**config.mk**
```make
export PLATFORM = sky130hd
export DESIGN_NAME = multicycle_ctrl_fsm
export DESIGN_NICKNAME = d
export VERILOG_FILES = /design/src/rtl/ctrl_pkg.sv /design/src/rtl/opclass_decode.sv /design/src/rtl/multicycle_ctrl_fsm.sv
export SDC_FILE = /design/constraint.sdc
export NUM_CORES = 1
export LEC_CHECK = 0
export CAP_MARGIN = 30
export CORE_UTILIZATION = 40
export CTS_BUF_LIST = sky130_fd_sc_hd__clkbuf_8
export DETAILED_ROUTE_END_ITERATION = 10
export PLACE_DENSITY = 0.68
export SYNTH_ARGS = -nofsm -noshare
export SYNTH_HDL_FRONTEND = slang
export SYNTH_HIERARCHICAL = 1
export SYNTH_SLANG_ARGS = --single-unit
```
**constraint.sdc**
```tcl
create_clock -name clk -period 3.5 [get_ports clk]
set_clock_uncertainty 0.2 [all_clocks]
set_input_delay 0.35 -clock clk [delete_from_list [all_inputs] [get_ports clk]]
set_output_delay 0.35 -clock clk [all_outputs]
set_load 0.02 [all_outputs]
```
**src/rtl/ctrl_pkg.sv**
```systemverilog
// Shared encodings for the multi-cycle RV32I control unit.
// Pure declarations: no logic, no latency.
// Opcodes, FSM state encoding, datapath mux selects and trap causes.
package ctrl_pkg;

    localparam logic [6:0] OPC_LUI    = 7'b0110111;
    localparam logic [6:0] OPC_AUIPC  = 7'b0010111;
    localparam logic [6:0] OPC_JAL    = 7'b1101111;
    localparam logic [6:0] OPC_JALR   = 7'b1100111;
    localparam logic [6:0] OPC_BRANCH = 7'b1100011;
    localparam logic [6:0] OPC_LOAD   = 7'b0000011;
    localparam logic [6:0] OPC_STORE  = 7'b0100011;
    localparam logic [6:0] OPC_OP_IMM = 7'b0010011;
    localparam logic [6:0] OPC_OP     = 7'b0110011;

    typedef enum logic [2:0] {
        ST_FETCH  = 3'd0,
        ST_DECODE = 3'd1,
        ST_EXEC   = 3'd2,
        ST_MEM    = 3'd3,
        ST_WB     = 3'd4,
        ST_TRAP   = 3'd5
    } state_t;

    localparam logic [1:0] PC_PLUS4   = 2'b00;
    localparam logic [1:0] PC_ALUOUT  = 2'b01;
    localparam logic [1:0] PC_JALR    = 2'b10;

    localparam logic [1:0] SRC_A_RS1  = 2'b00;
    localparam logic [1:0] SRC_A_PC   = 2'b01;
    localparam logic [1:0] SRC_A_ZERO = 2'b10;

    localparam logic       SRC_B_RS2  = 1'b0;
    localparam logic       SRC_B_IMM  = 1'b1;

    localparam logic [1:0] ALU_ADD    = 2'b00;
    localparam logic [1:0] ALU_CMP    = 2'b01;
    localparam logic [1:0] ALU_FUNCT  = 2'b10;

    localparam logic [1:0] WB_ALUOUT  = 2'b00;
    localparam logic [1:0] WB_MEM     = 2'b01;
    localparam logic [1:0] WB_PC4     = 2'b10;

    localparam logic [1:0] CAUSE_NONE    = 2'b00;
    localparam logic [1:0] CAUSE_ILLEGAL = 2'b01;
    localparam logic [1:0] CAUSE_IMEM_TO = 2'b10;
    localparam logic [1:0] CAUSE_DMEM_TO = 2'b11;

    typedef struct packed {
        logic r;
        logic op_imm;
        logic lui;
        logic auipc;
        logic load;
        logic store;
        logic branch;
        logic jal;
        logic jalr;
    } opclass_t;

endpackage

```
**src/rtl/opclass_decode.sv**
```systemverilog
// Opcode to one-hot instruction class plus illegal flag.
// Purely combinational, zero latency.
// No handshake; result is valid whenever the opcode is.
module opclass_decode
    import ctrl_pkg::*;
(
    input  logic [6:0] opcode,
    output opclass_t   cls,
    output logic       illegal
);

    always_comb begin
        cls = '0;
        case (opcode)
            OPC_OP:     cls.r      = 1'b1;
            OPC_OP_IMM: cls.op_imm = 1'b1;
            OPC_LUI:    cls.lui    = 1'b1;
            OPC_AUIPC:  cls.auipc  = 1'b1;
            OPC_LOAD:   cls.load   = 1'b1;
            OPC_STORE:  cls.store  = 1'b1;
            OPC_BRANCH: cls.branch = 1'b1;
            OPC_JAL:    cls.jal    = 1'b1;
            OPC_JALR:   cls.jalr   = 1'b1;
            default:    cls        = '0;
        endcase
        illegal = ~|cls;
    end

endmodule

```
**src/rtl/multicycle_ctrl_fsm.sv**
```systemverilog
// Multi-cycle RV32I control FSM: FETCH/DECODE/EXEC/MEM/WB with imem/dmem req/ack.
// CPI 3 (branch/jumps), 4 (ALU/LUI/AUIPC/store), 5 (load) plus memory wait cycles.
// Requests hold until ack; a watchdog traps a stalled handshake, trap is sticky until reset.
module multicycle_ctrl_fsm
    import ctrl_pkg::*;
#(
    parameter int TIMEOUT = 16,
    parameter int CNT_W   = $clog2(TIMEOUT + 1)
) (
    input  logic       clk,
    input  logic       rst_n,
    input  logic [6:0] instr_opcode,
    input  logic       imem_ack,
    input  logic       dmem_ack,
    input  logic       branch_taken,
    output logic       imem_req,
    output logic       dmem_req,
    output logic       dmem_we,
    output logic       ir_write,
    output logic       pc_write,
    output logic [1:0] pc_sel,
    output logic [1:0] alu_src_a,
    output logic       alu_src_b,
    output logic [1:0] alu_op,
    output logic       reg_write,
    output logic [1:0] wb_sel,
    output logic       retire,
    output logic       trap,
    output logic [1:0] trap_cause
);

    // A zero-width counter is not legal, so the watchdog-off build keeps one idle bit.
    localparam int CW = (CNT_W > 0) ? CNT_W : 1;
    localparam logic [CW-1:0] WD_LAST = (TIMEOUT > 0) ? CW'(TIMEOUT - 1) : '0;

    state_t        state, state_d;
    logic [6:0]    op_q;
    logic [6:0]    dec_opcode;
    logic [CW-1:0] wd_cnt, wd_cnt_d;
    logic [1:0]    cause_q, cause_d;
    logic          wd_expire;
    opclass_t      cls;
    logic          illegal;

    // One decoder serves both DECODE (live opcode) and later states (latched opcode).
    assign dec_opcode = (state == ST_DECODE) ? instr_opcode : op_q;

    opclass_decode u_opclass_decode (
        .opcode  (dec_opcode),
        .cls     (cls),
        .illegal (illegal)
    );

    assign wd_expire = (TIMEOUT > 0) && (wd_cnt == WD_LAST);

    always_comb begin
        state_d   = state;
        cause_d   = cause_q;
        imem_req  = 1'b0;
        dmem_req  = 1'b0;
        dmem_we   = 1'b0;
        ir_write  = 1'b0;
        pc_write  = 1'b0;
        pc_sel    = PC_PLUS4;
        alu_src_a = SRC_A_RS1;
        alu_src_b = SRC_B_RS2;
        alu_op    = ALU_ADD;
        reg_write = 1'b0;
        wb_sel    = WB_ALUOUT;
        retire    = 1'b0;

        case (state)
            ST_FETCH: begin
                imem_req = 1'b1;
                if (imem_ack) begin
                    ir_write = 1'b1;
                    state_d  = ST_DECODE;
                end else if (wd_expire) begin
                    state_d = ST_TRAP;
                    cause_d = CAUSE_IMEM_TO;
                end
            end

            ST_DECODE: begin
                if (illegal) begin
                    state_d = ST_TRAP;
                    cause_d = CAUSE_ILLEGAL;
                end else begin
                    // PC + imm lands in ALUOut for branch/JAL targets.
                    alu_src_a = SRC_A_PC;
                    alu_src_b = SRC_B_IMM;
                    alu_op    = ALU_ADD;
                    state_d   = ST_EXEC;
                end
            end

            ST_EXEC: begin
                if (cls.r) begin
                    alu_op  = ALU_FUNCT;
                    state_d = ST_WB;
                end else if (cls.op_imm) begin
                    alu_src_b = SRC_B_IMM;
                    alu_op    = ALU_FUNCT;
                    state_d   = ST_WB;
                end else if (cls.lui) begin
                    alu_src_a = SRC_A_ZERO;
                    alu_src_b = SRC_B_IMM;
                    state_d   = ST_WB;
                end else if (cls.auipc) begin
                    alu_src_a = SRC_A_PC;
                    alu_src_b = SRC_B_IMM;
                    state_d   = ST_WB;
                end else if (cls.load || cls.store) begin
                    alu_src_b = SRC_B_IMM;
                    state_d   = ST_MEM;
                end else if (cls.branch) begin
                    alu_op   = ALU_CMP;
                    pc_write = 1'b1;
                    pc_sel   = branch_taken ? PC_ALUOUT : PC_PLUS4;
                    retire   = 1'b1;
                    state_d  = ST_FETCH;
                end else if (cls.jal) begin
                    pc_write  = 1'b1;
                    pc_sel    = PC_ALUOUT;
                    reg_write = 1'b1;
                    wb_sel    = WB_PC4;
                    retire    = 1'b1;
                    state_d   = ST_FETCH;
                end else if (cls.jalr) begin
                    alu_src_b = SRC_B_IMM;
                    pc_write  = 1'b1;
                    pc_sel    = PC_JALR;
                    reg_write = 1'b1;
                    wb_sel    = WB_PC4;
                    retire    = 1'b1;
                    state_d   = ST_FETCH;
                end else begin
                    state_d = ST_TRAP;
                    cause_d = CAUSE_ILLEGAL;
                end
            end

            ST_MEM: begin
                dmem_req = 1'b1;
                dmem_we  = cls.store;
                if (dmem_ack) begin
                    if (cls.store) begin
                        pc_write = 1'b1;
                        pc_sel   = PC_PLUS4;
                        retire   = 1'b1;
                        state_d  = ST_FETCH;
                    end else begin
                        state_d = ST_WB;
                    end
                end else if (wd_expire) begin
                    state_d = ST_TRAP;
                    cause_d = CAUSE_DMEM_TO;
                end
            end

            ST_WB: begin
                reg_write = 1'b1;
                wb_sel    = cls.load ? WB_MEM : WB_ALUOUT;
                pc_write  = 1'b1;
                pc_sel    = PC_PLUS4;
                retire    = 1'b1;
                state_d   = ST_FETCH;
            end

            ST_TRAP: state_d = ST_TRAP;

            default: state_d = ST_FETCH;
        endcase
    end

    // Counts wait cycles of the current handshake; any state change starts it afresh.
    always_comb begin
        wd_cnt_d = wd_cnt;
        if (state_d != state) begin
            wd_cnt_d = '0;
        end else if ((TIMEOUT > 0) && (state == ST_FETCH || state == ST_MEM)) begin
            wd_cnt_d = wd_cnt + CW'(1);
        end
    end

    assign trap       = (state == ST_TRAP);
    assign trap_cause = cause_q;

    always_ff @(posedge clk or negedge rst_n) begin
        if (!rst_n) begin
            state   <= ST_FETCH;
            op_q    <= '0;
            wd_cnt  <= '0;
            cause_q <= CAUSE_NONE;
        end else begin
            state   <= state_d;
            wd_cnt  <= wd_cnt_d;
            cause_q <= cause_d;
            if (state == ST_DECODE) begin
                op_q <= instr_opcode;
            end
        end
    end

endmodule
```
==> results of run 1 <==
==> worst paths after layout <==
check / from / end / depth (start not counted)
min in group asynchronous: rst_n / op_q[4] / 1
worst max register to register: state[1] / wd_cnt[4] / 13
worst max-delay path: state[1] / pc_sel[0] / 12
max in group asynchronous: rst_n / trap_cause[1] / 1
worst min-delay path: trap_cause[0] / trap_cause[0] / 2
worst min register to register: trap_cause[0] / trap_cause[0] / 2
==> state kept, by name, indices dropped and copies added, names as in the netlist <==
signal      count
op_q            7
state           3
trap_cause      2
wd_cnt          5
==> metrics by stage <==
| stage | cell area, µm² | util |
|---|---|---|
| 6_report | 2020 | 0.652 |
| 2_1_floorplan | 1360 | - |
| 3_3_place_gp | 1890 | 0.610 |
| 5_1_grt | 2020 | 0.652 |
| 3_5_place_dp | 1890 | 0.610 |
| 4_1_cts | 1960 | 0.632 |
==> routing by layer <==
metal	vias up	part of all wire	wire length [µm]
met2	33	0.51	1820
met4	0	0.016	58
met3	8	0.033	117
met1	637	0.44	1560
met5	-	0	0
li1	660	-	-
==> critical path, cell delays in order, from the launching register on <==
cell and delay (ns):
dfrtp_1 0.39, nor2b_2 0.14, nor2b_4 0.16, buf_6 0.13, mux2_4 0.33, or3_4 0.44, nor4_4 0.24, or2_1 0.16
buf_4 0.13, nor2b_4 0.04, nand2_2 0.11, nor2_1 0.06, dlygate4sd2_1 0.31
==> placed cells by master, fill, tap and decap left out, drive strengths merged, types with 3 or more instances in the layout <==
| master | Yosys | routed |
|---|---|---|
| dfrtp | 17 | 17 |
| nor2 | 20 | 20 |
| nand2 | 8 | 8 |
| o21ai | 4 | 4 |
| clkdlybuf4s50 | 0 | 17 |
| mux2 | 7 | 7 |
| buf | 3 | 36 |
| inv | 7 | 8 |
| nor3 | 8 | 8 |
| a21oi | 7 | 7 |
| clkbuf | 7 | 6 |
| dlygate4sd2 | 0 | 4 |
| nand2b | 8 | 8 |
| xor2 | 3 | 3 |
| nand3b | 3 | 3 |
| and3 | 5 | 5 |
| nor2b | 5 | 5 |
| mux2i | 4 | 4 |
==> layout make-up <==
class                      instances  area [µm²]
fill                             290        1080
timing repair buffer              62         512
clock buffer                       3        41.3
multi-input combinational        118         961
clock inverter                     1        3.75
inverter                           7        26.3
sequential                        17         425
tap                               44        55.1
==> cell families (layout without fill, tap and decap cells) <==
kind of cell             after synthesis  in the layout  synth area share
AND/OR/NAND/NOR                       71             71             0.313
AO/OA/AOI/OAI                         30             30             0.179
multiplexers                          11             11            0.0896
buffers and inverters                 17             73            0.0519
flip-flops                            17             17             0.321
XOR/XNOR                               4              4            0.0264
adder cells (fa/ha/maj)                2              2            0.0189
==> power groups by stage <==
stage	logic, mW	registers [mW]	clock network [mW]
finish	1.31	0.313	0.139
global route	1.41	0.321	0.152
CTS	1.23	0.309	0.145
detailed placement	1.20	0.312	0
global placement	1.17	0.309	0
floorplan	0.732	0.315	0
==> timing repair <==
action	CTS	global route
setup buffers	0	2
gates resized for setup	31	29
endpoints found under the setup margin	13	17
pin swaps	3	8
==> results.cfg, run 1 <==
[clock_tree]
cts_buffers = 3
htreeDepth = 1
cts_tree = yes
ctsHoldBuffers = 0
cts_buffer_depth = 2
clk_pin_slew_ns = 0.06
worstSkewPairLatency_ns = 0.25
cts.sinks = 17
cts_root_buffer = clkbuf_8

[global_route]
antenna_found_initial = 0
grt_pass1_vias = 1287
grt_util_met1 = 0.265
grt_util_all_layers = 0.214
busiest_layer = met2
grt_max_degree = 20
grt_util_met2 = 0.369
overflow = 0
grt_pass1_wl_um = 5670
use_met3 = 0.0284

[worst_setup_path]
endpoint_kind = output port
critPathKind = flip-flop to output port
r2r_setup_slack_ns = 0.10
start_kind = flip-flop
cp.arrival_ns = 2.89
path_max_fanout = 6
worst_ep_required_time_ns = 2.95

[floorplan]
row_count = 20
die_area_um2 = 3550
die_w_um = 59.6
start_util = 0.427
io_pins = 31
die_height_um = 59.6
core-area_um2 = 3100

[pwr]
leakagePower_nw = 0.911
p_sw_frac = 0.452
seq_power_share = 0.178
p_per_area_nw_per_um2 = 870
comb_power_share = 0.744
total_power_mw = 1.76
internal_power_mw = 0.965
clkPwrFrac = 0.079
p_sw_mw = 0.797
ir_worst_vdd_mv = 0.442

[run]
maxCapViolations = 0

[logic_synthesis]
synth_top_area_frac = 0.321
yosysUniqueCellTypes = 51
avgSynthCellArea_um2 = 8.73
async_reset_ff_frac = 1.00
synth-edff-count = 0
yosysWarnings = 6
yosysSeqAreaShare = 0.321
synthCells = 152
ys_top_cells_by_count = nor2_1, dfrtp_1, nand2_1, nand2b_1
syn-num-nets = 166
ys_ff_latch = 17
netlist_area_um2 = 1330
synthTopCellsByArea = dfrtp_1, mux2_2, nor2_1
yosys.area.top_type = dfrtp_1
synth.most_common_cell = nor2_1
ys.flop_type = dfrtp_1

[final_layout]
nets = 223
instances_no_fill = 252
antenna_cells = 0
area_growth_pct = 52.6
drive_gt1_frac = 0.380

[sta]
tightestPinTransition_ns = 0.727
setup_ws_ns = 0.0592
fmax_mhz = 291
setup-violations-final = 0
grt_setup_unrepaired = yes
tns_ns = 0
fin_hold_ws_ns = 0.324
final_max_slew_viol_count = 0
finalHoldViolations = 0
min_period_ns = 3.44
relSlewSlack = 0.514
final.period_utilization = 0.983

[placed_design]
place_hpwl_um = 2680
placed_cells = 246
gp_congestion = 0.855
port_buffers = 30
post-place-ws_ns = -0.0697

[detailed_routing]
vias = 1338
drc = 0
dr.pass1.iters = 4
vias_per_cell = 5.31
drt_wl_total_um = 3550
wl_per_cell_um = 14.1
postRouteAntennaNets = 0
drtIter0Drc = 62

[worst_hold_path]
worstHoldPathType = flip-flop to flip-flop

[run_status]
status = finished, final reports clean
No activity file was read; power rests on OpenSTA's default activity.
==> run 2: changes to the inputs <==
ABC_CLOCK_PERIOD_IN_PS = 3500   (was default)
CTS_BUF_LIST = sky130_fd_sc_hd__clkbuf_16   (was sky130_fd_sc_hd__clkbuf_8)
REMOVE_ABC_BUFFERS = 1   (was default)
==> results.cfg, run 2 (synthesized netlist as in run 1, its figures left out) <==
[worst_setup_path]
path_max_fanout = 7
path_buf_inv = 2
cp_slowest_cell = or4_1
critPathKind = flip-flop to output port
slowest_delay_ns = 0.43
cp.arrival_ns = 2.89
r2r_setup_slack_ns = 0.11
start_kind = flip-flop
worst_ep_required_time_ns = 2.95
endpoint_kind = output port
path_cells = nor2b_2 -> nor2b_4 -> buf_6 -> mux2_2 -> nand2_4 -> or3_4 -> nor4_4 -> or2_1 -> or4_1 -> a21oi_1 -> o32ai_1 -> buf_2
critPathTopFamily = simple AND/OR/NAND/NOR gates

[floorplan]
die_area_um2 = 3550
die_w_um = 59.6
core-area_um2 = 3100
io_pins = 31
start_util = 0.427
die_height_um = 59.6
row_count = 20

[final_layout]
nFillCells = 285
reg.largest.list = op_q: 7 flops, wd_cnt: 5 flops, state: 3 flops
area_growth_pct = 50.8
antenna_cells = 0
instances_no_fill = 248
largest_reg_flops = 7
nets = 219
drive_gt1_frac = 0.348
utilization = 0.645
layout_commonest_cell = buf_4
layout_common_cells = buf_4, nor2_1, clkdlybuf4s50_1, dfrtp_1, nand2b_1
max_flop_register = op_q

[clock_tree]
cts_root_buffer = clkbuf_16
cts_tree = yes
cts_buffer_depth = 2
cts.sinks = 17
htreeDepth = 1
ctsHoldBuffers = 0
worstSkewPairLatency_ns = 0.25
clk_pin_slew_ns = 0.05
cts_buffers = 3

[global_route]
antenna_found_initial = 0
overflow = 0
grt_max_degree = 20
grt_pass1_wl_um = 5720
grt_pass1_vias = 1320
grt_util_all_layers = 0.213

[pwr]
ir_worst_vdd_mv = 0.457
leakagePower_nw = 0.896
p_per_area_nw_per_um2 = 905

[run_status]
status = finished, final reports clean

[detailed_routing]
dr.pass1.iters = 4
postRouteAntennaNets = 0
wl_per_cell_um = 14.7
drtIter0Drc = 37
drt_wl_total_um = 3650
vias_per_cell = 5.42
drc = 0
vias = 1345

[sta]
setup_ws_ns = 0.0592
setup-violations-final = 0
min_period_ns = 3.44
tns_ns = 0
finalHoldViolations = 0
tightestPinTransition_ns = 0.748
final.period_utilization = 0.983
relSlewSlack = 0.500
fin_hold_ws_ns = 0.328
final_max_slew_viol_count = 0
fmax_mhz = 291
grt_setup_unrepaired = yes

[run]
maxCapViolations = 0

[placed_design]
port_buffers = 30
placed_cells = 243
post-place-ws_ns = -0.180
gp_congestion = 0.839
place_hpwl_um = 2490

[worst_hold_path]
worstHoldPathType = flip-flop to flip-flop
[run 2: changes by cell type in the layout (fill, tap and decap cells not counted), sizes merged]
| cell | previous run | this run |
|---|---|---|
| buf | 36 | 35 |
| clkbuf | 6 | 4 |
| clkdlybuf4s15 | 1 | 0 |
| clkdlybuf4s50 | 17 | 18 |
| dlygate4sd2 | 4 | 3 |
[run 2: worst min-delay path: cells and delay by family, from the launching register on]
kind	cells	cell delay, ns
multiplexers	1	0.05
flip-flops	1	0.38
buffers and inverters	1	0.05
[run 2: area by class of cell]
class                           instances  area, µm²  area share
Clock buffer                            3       75.1      0.0375
Clock inverter                          1       3.75     0.00188
Inverter                                7       26.3      0.0131
Multi-Input combinational cell        118        932       0.466
Sequential cell                        17        425       0.213
Tap cell                               44       55.1      0.0275
Timing Repair Buffer                   58        483       0.241
[run 2: metal layers]
metal	GRT usage	part of all wire	up-vias	routed length, µm
met1	0.277	0.44	643	1610
met3	0.0524	0.052	9	189
met2	0.343	0.49	38	1780
met4	0.0764	0.018	0	65
li1	-	-	655	-
met5	0	0	-	0
[run 2: report_power, final]
part | total, mW | internal (mW) | switching [mW]
combinational | 1.27 | 0.561 | 0.707
clock | 0.226 | 0.152 | 0.0744
sequential | 0.317 | 0.279 | 0.0374
[run 2: repair_timing]
| item | 4_1_cts | 5_1_grt |
|---|---|---|
| setup buffers | 0 | 1 |
| pin swaps | 0 | 9 |
| gates resized for setup | 38 | 29 |
| endpoints found under the setup margin | 11 | 16 |
[run 2: path summary, 6_finish.rpt]
kind	start	end	depth (start not counted)
setup / recovery	state[1]	alu_src_b	12
hold / removal	trap_cause[1]	trap_cause[1]	2
setup reg to reg	state[1]	wd_cnt[4]	12
hold reg to reg	trap_cause[1]	trap_cause[1]	2
max in group asynchronous	rst_n	wd_cnt[0]	1
min in group asynchronous	rst_n	op_q[5]	1
[run 2: stage by stage]
step,area [µm²],power [mW]
finish,2000,1.81
global route,2000,1.93
detailed placement,1840,1.42
floorplan,1280,0.989
global placement,1840,1.40
CTS,1910,1.64
==> RTL edit, RTL diff (flow settings as in run 1) <==
`TIMEOUT`: 16 -> 8.
--- a/src/rtl/multicycle_ctrl_fsm.sv
+++ b/src/rtl/multicycle_ctrl_fsm.sv
@@ -5,5 +5,5 @@
     import ctrl_pkg::*;
 #(
-    parameter int TIMEOUT = 16,
+    parameter int TIMEOUT = 8,
     parameter int CNT_W   = $clog2(TIMEOUT + 1)
 ) (
Check against the original RTL: not equivalent (a bounded check fails within 10 cycles, from zero or initial values and one cycle with rst_n low).
==> RTL edit against run 1 <==
  * Sequential cell count decreased by 1
  * Routed wire length increased by 2.3%
  * Design area decreased by 3.2%
  * Synthesized cell count decreased by 5.9%
  * Cell count decreased by 0.40%
  * Setup slack got worse by 0.022 ns
  * Count of clock-buffer cells in the layout unchanged
  * Die area decreased by 4.4%
  * Power decreased by 15%
  * Area after synthesis decreased by 4.5%
  * Critical endpoint is now alu_src_b
  * Largest cell class unchanged
==> RTL edit: results (changes against run 1) <==
metric;value;unit;change
outcome;finished, final reports clean;;unchanged
instances_no_fill;251;;was 252
drt_iter0_markers;45;;was 62
first_global_vias;1353;;was 1287
ir_drop;0.4974;mV;was 0.4416 mV
synth_common_cells;nor2_1 (17), dfrtp_1 (16), mux2_1 (9), nor3_1 (9);;was nor2_1 (20), dfrtp_1 (17), nand2_1 (8), nand2b_1 (8)
dpl.hpwl;2.735;mm;was 2.685 mm
dp_slack;-0.3102;ns;was -0.06974 ns
drive_above_1_share;40.58;%;was 37.98%
place_congestion;0.8085;;was 0.8554
synth.distinct_cells;50;;was 51
largest_registers;op_q (7), wd_cnt (4), state (3);;was op_q (7), wd_cnt (5), state (3)
grt_max_degree;17;;was 20
nets;222;;was 223
htree_num_levels;1;;unchanged
ys_seq_area_share;31.62;%;was 32.08%
hold_depth;1;;was 2
cts_made_buffers;3;;unchanged
diodes;0;;unchanged
syn_nets;156;;was 166
synth_area_per_cell;8.855;um2;was 8.725 um2
drt-total-wl;3.634;mm;was 3.553 mm
track_usage;22.82;%;was 21.42%
hold_start;trap_cause[1];;was trap_cause[0]
reg2regPathDepth;13;;unchanged
met2RoutedLength;1.925;mm;was 1.815 mm
viasPerCell;5.315;;was 5.310
tightestPinTransition;0.7280;ns;was 0.7270 ns
wl_met3;104;um;was 117 um
synth_top_area_share;31.62;%;was 32.08%
numPortBuffers;30;;unchanged
antenna_found_initial;0;;unchanged
post_dp_cell_area;1863;um2;was 1894 um2
wl_met1;1.604;mm;was 1.561 mm
dr.max_layer_used;met3;;was met4
post_cts_resized;23;;was 31
p_sw;0.6617;mW;was 0.7968 mW
worstPathMaxFanout;7;;was 6
clk_pin_slew;0.06;ns;about the same
arrival;2.91;ns;was 2.89 ns
insertion_delay;0.25;ns;about the same
ys_top_cells_by_area;dfrtp_1 (32%), mux2_1 (8.0%), nor2_1 (5.0%), nor3_1 (3.6%), nand3_1 (3.2%);;was dfrtp_1 (32%), mux2_2 (5.9%), nor2_1 (5.7%), nand2b_1 (3.8%), mux2i_1 (3.0%)
grt_first_pass_wirelength;6.016;mm;was 5.671 mm
startpoint;state[1];;unchanged
fillerInstances;262;;was 290
p_leak;0.8615;nW;was 0.9106 nW
RTL edit: logic make-up (layout without fill, tap and decap cells):
logic type,Yosys count,count (layout),synth area share (%)
DFF,16,16,31.62
muxes,12,12,10.38
adders and majority gates,1,1,0.9880
AOI/OAI and AO/OA,25,25,14.43
and+or+nand+nor,75,75,35.87
buffers and inverters,11,75,4.644
xor gates and xnor gates,3,3,2.075
RTL edit: final cells by class:
type	instances	area [um2]	share of cell area (%)
Tap cell	44	55.05	2.808
Inverter	5	18.77	0.9572
Timing Repair Buffer	67	543.0	27.70
Multi-Input combinational cell	116	902.1	46.01
Clock buffer	3	41.29	2.106
Sequential cell	16	400.4	20.42
RTL edit: critical path, cell delays in order, from the launching register on:
cell      delay [ns]
dfrtp_1         0.37
and2b_2         0.22
and2_4          0.19
mux2_2          0.40
or3_4           0.44
nor4_4          0.20
or2_4           0.19
nor3_4          0.05
a211oi_1        0.28
a21oi_1         0.07
nor2_1          0.09
clkbuf_2        0.17
RTL edit: final timing paths:
kind                            slack [ns]       endpoint
worst max-delay path                  0.04      alu_src_b
worst min-delay path                  0.29  trap_cause[1]
worst max register to register        0.16  trap_cause[1]
worst min register to register        0.29  trap_cause[1]
max in group asynchronous             2.31        op_q[0]
min in group asynchronous             0.33       state[0]
RTL edit: power groups by stage:
stage	logic, mW	registers, mW	clock network [mW]
4_1_cts	0.984	0.285	0.143
3_5_place_dp	0.951	0.287	0
6_report	1.07	0.285	0.137
3_3_place_gp	0.938	0.284	0
5_1_grt	1.15	0.290	0.148
2_1_floorplan	0.554	0.298	0
RTL edit: per-layer routing:
metal	up-vias	global-route usage (%)
met2	26	40.72
met1	653	29.47
li1	655	-
met5	-	0
met4	0	2.041
met3	0	4.688
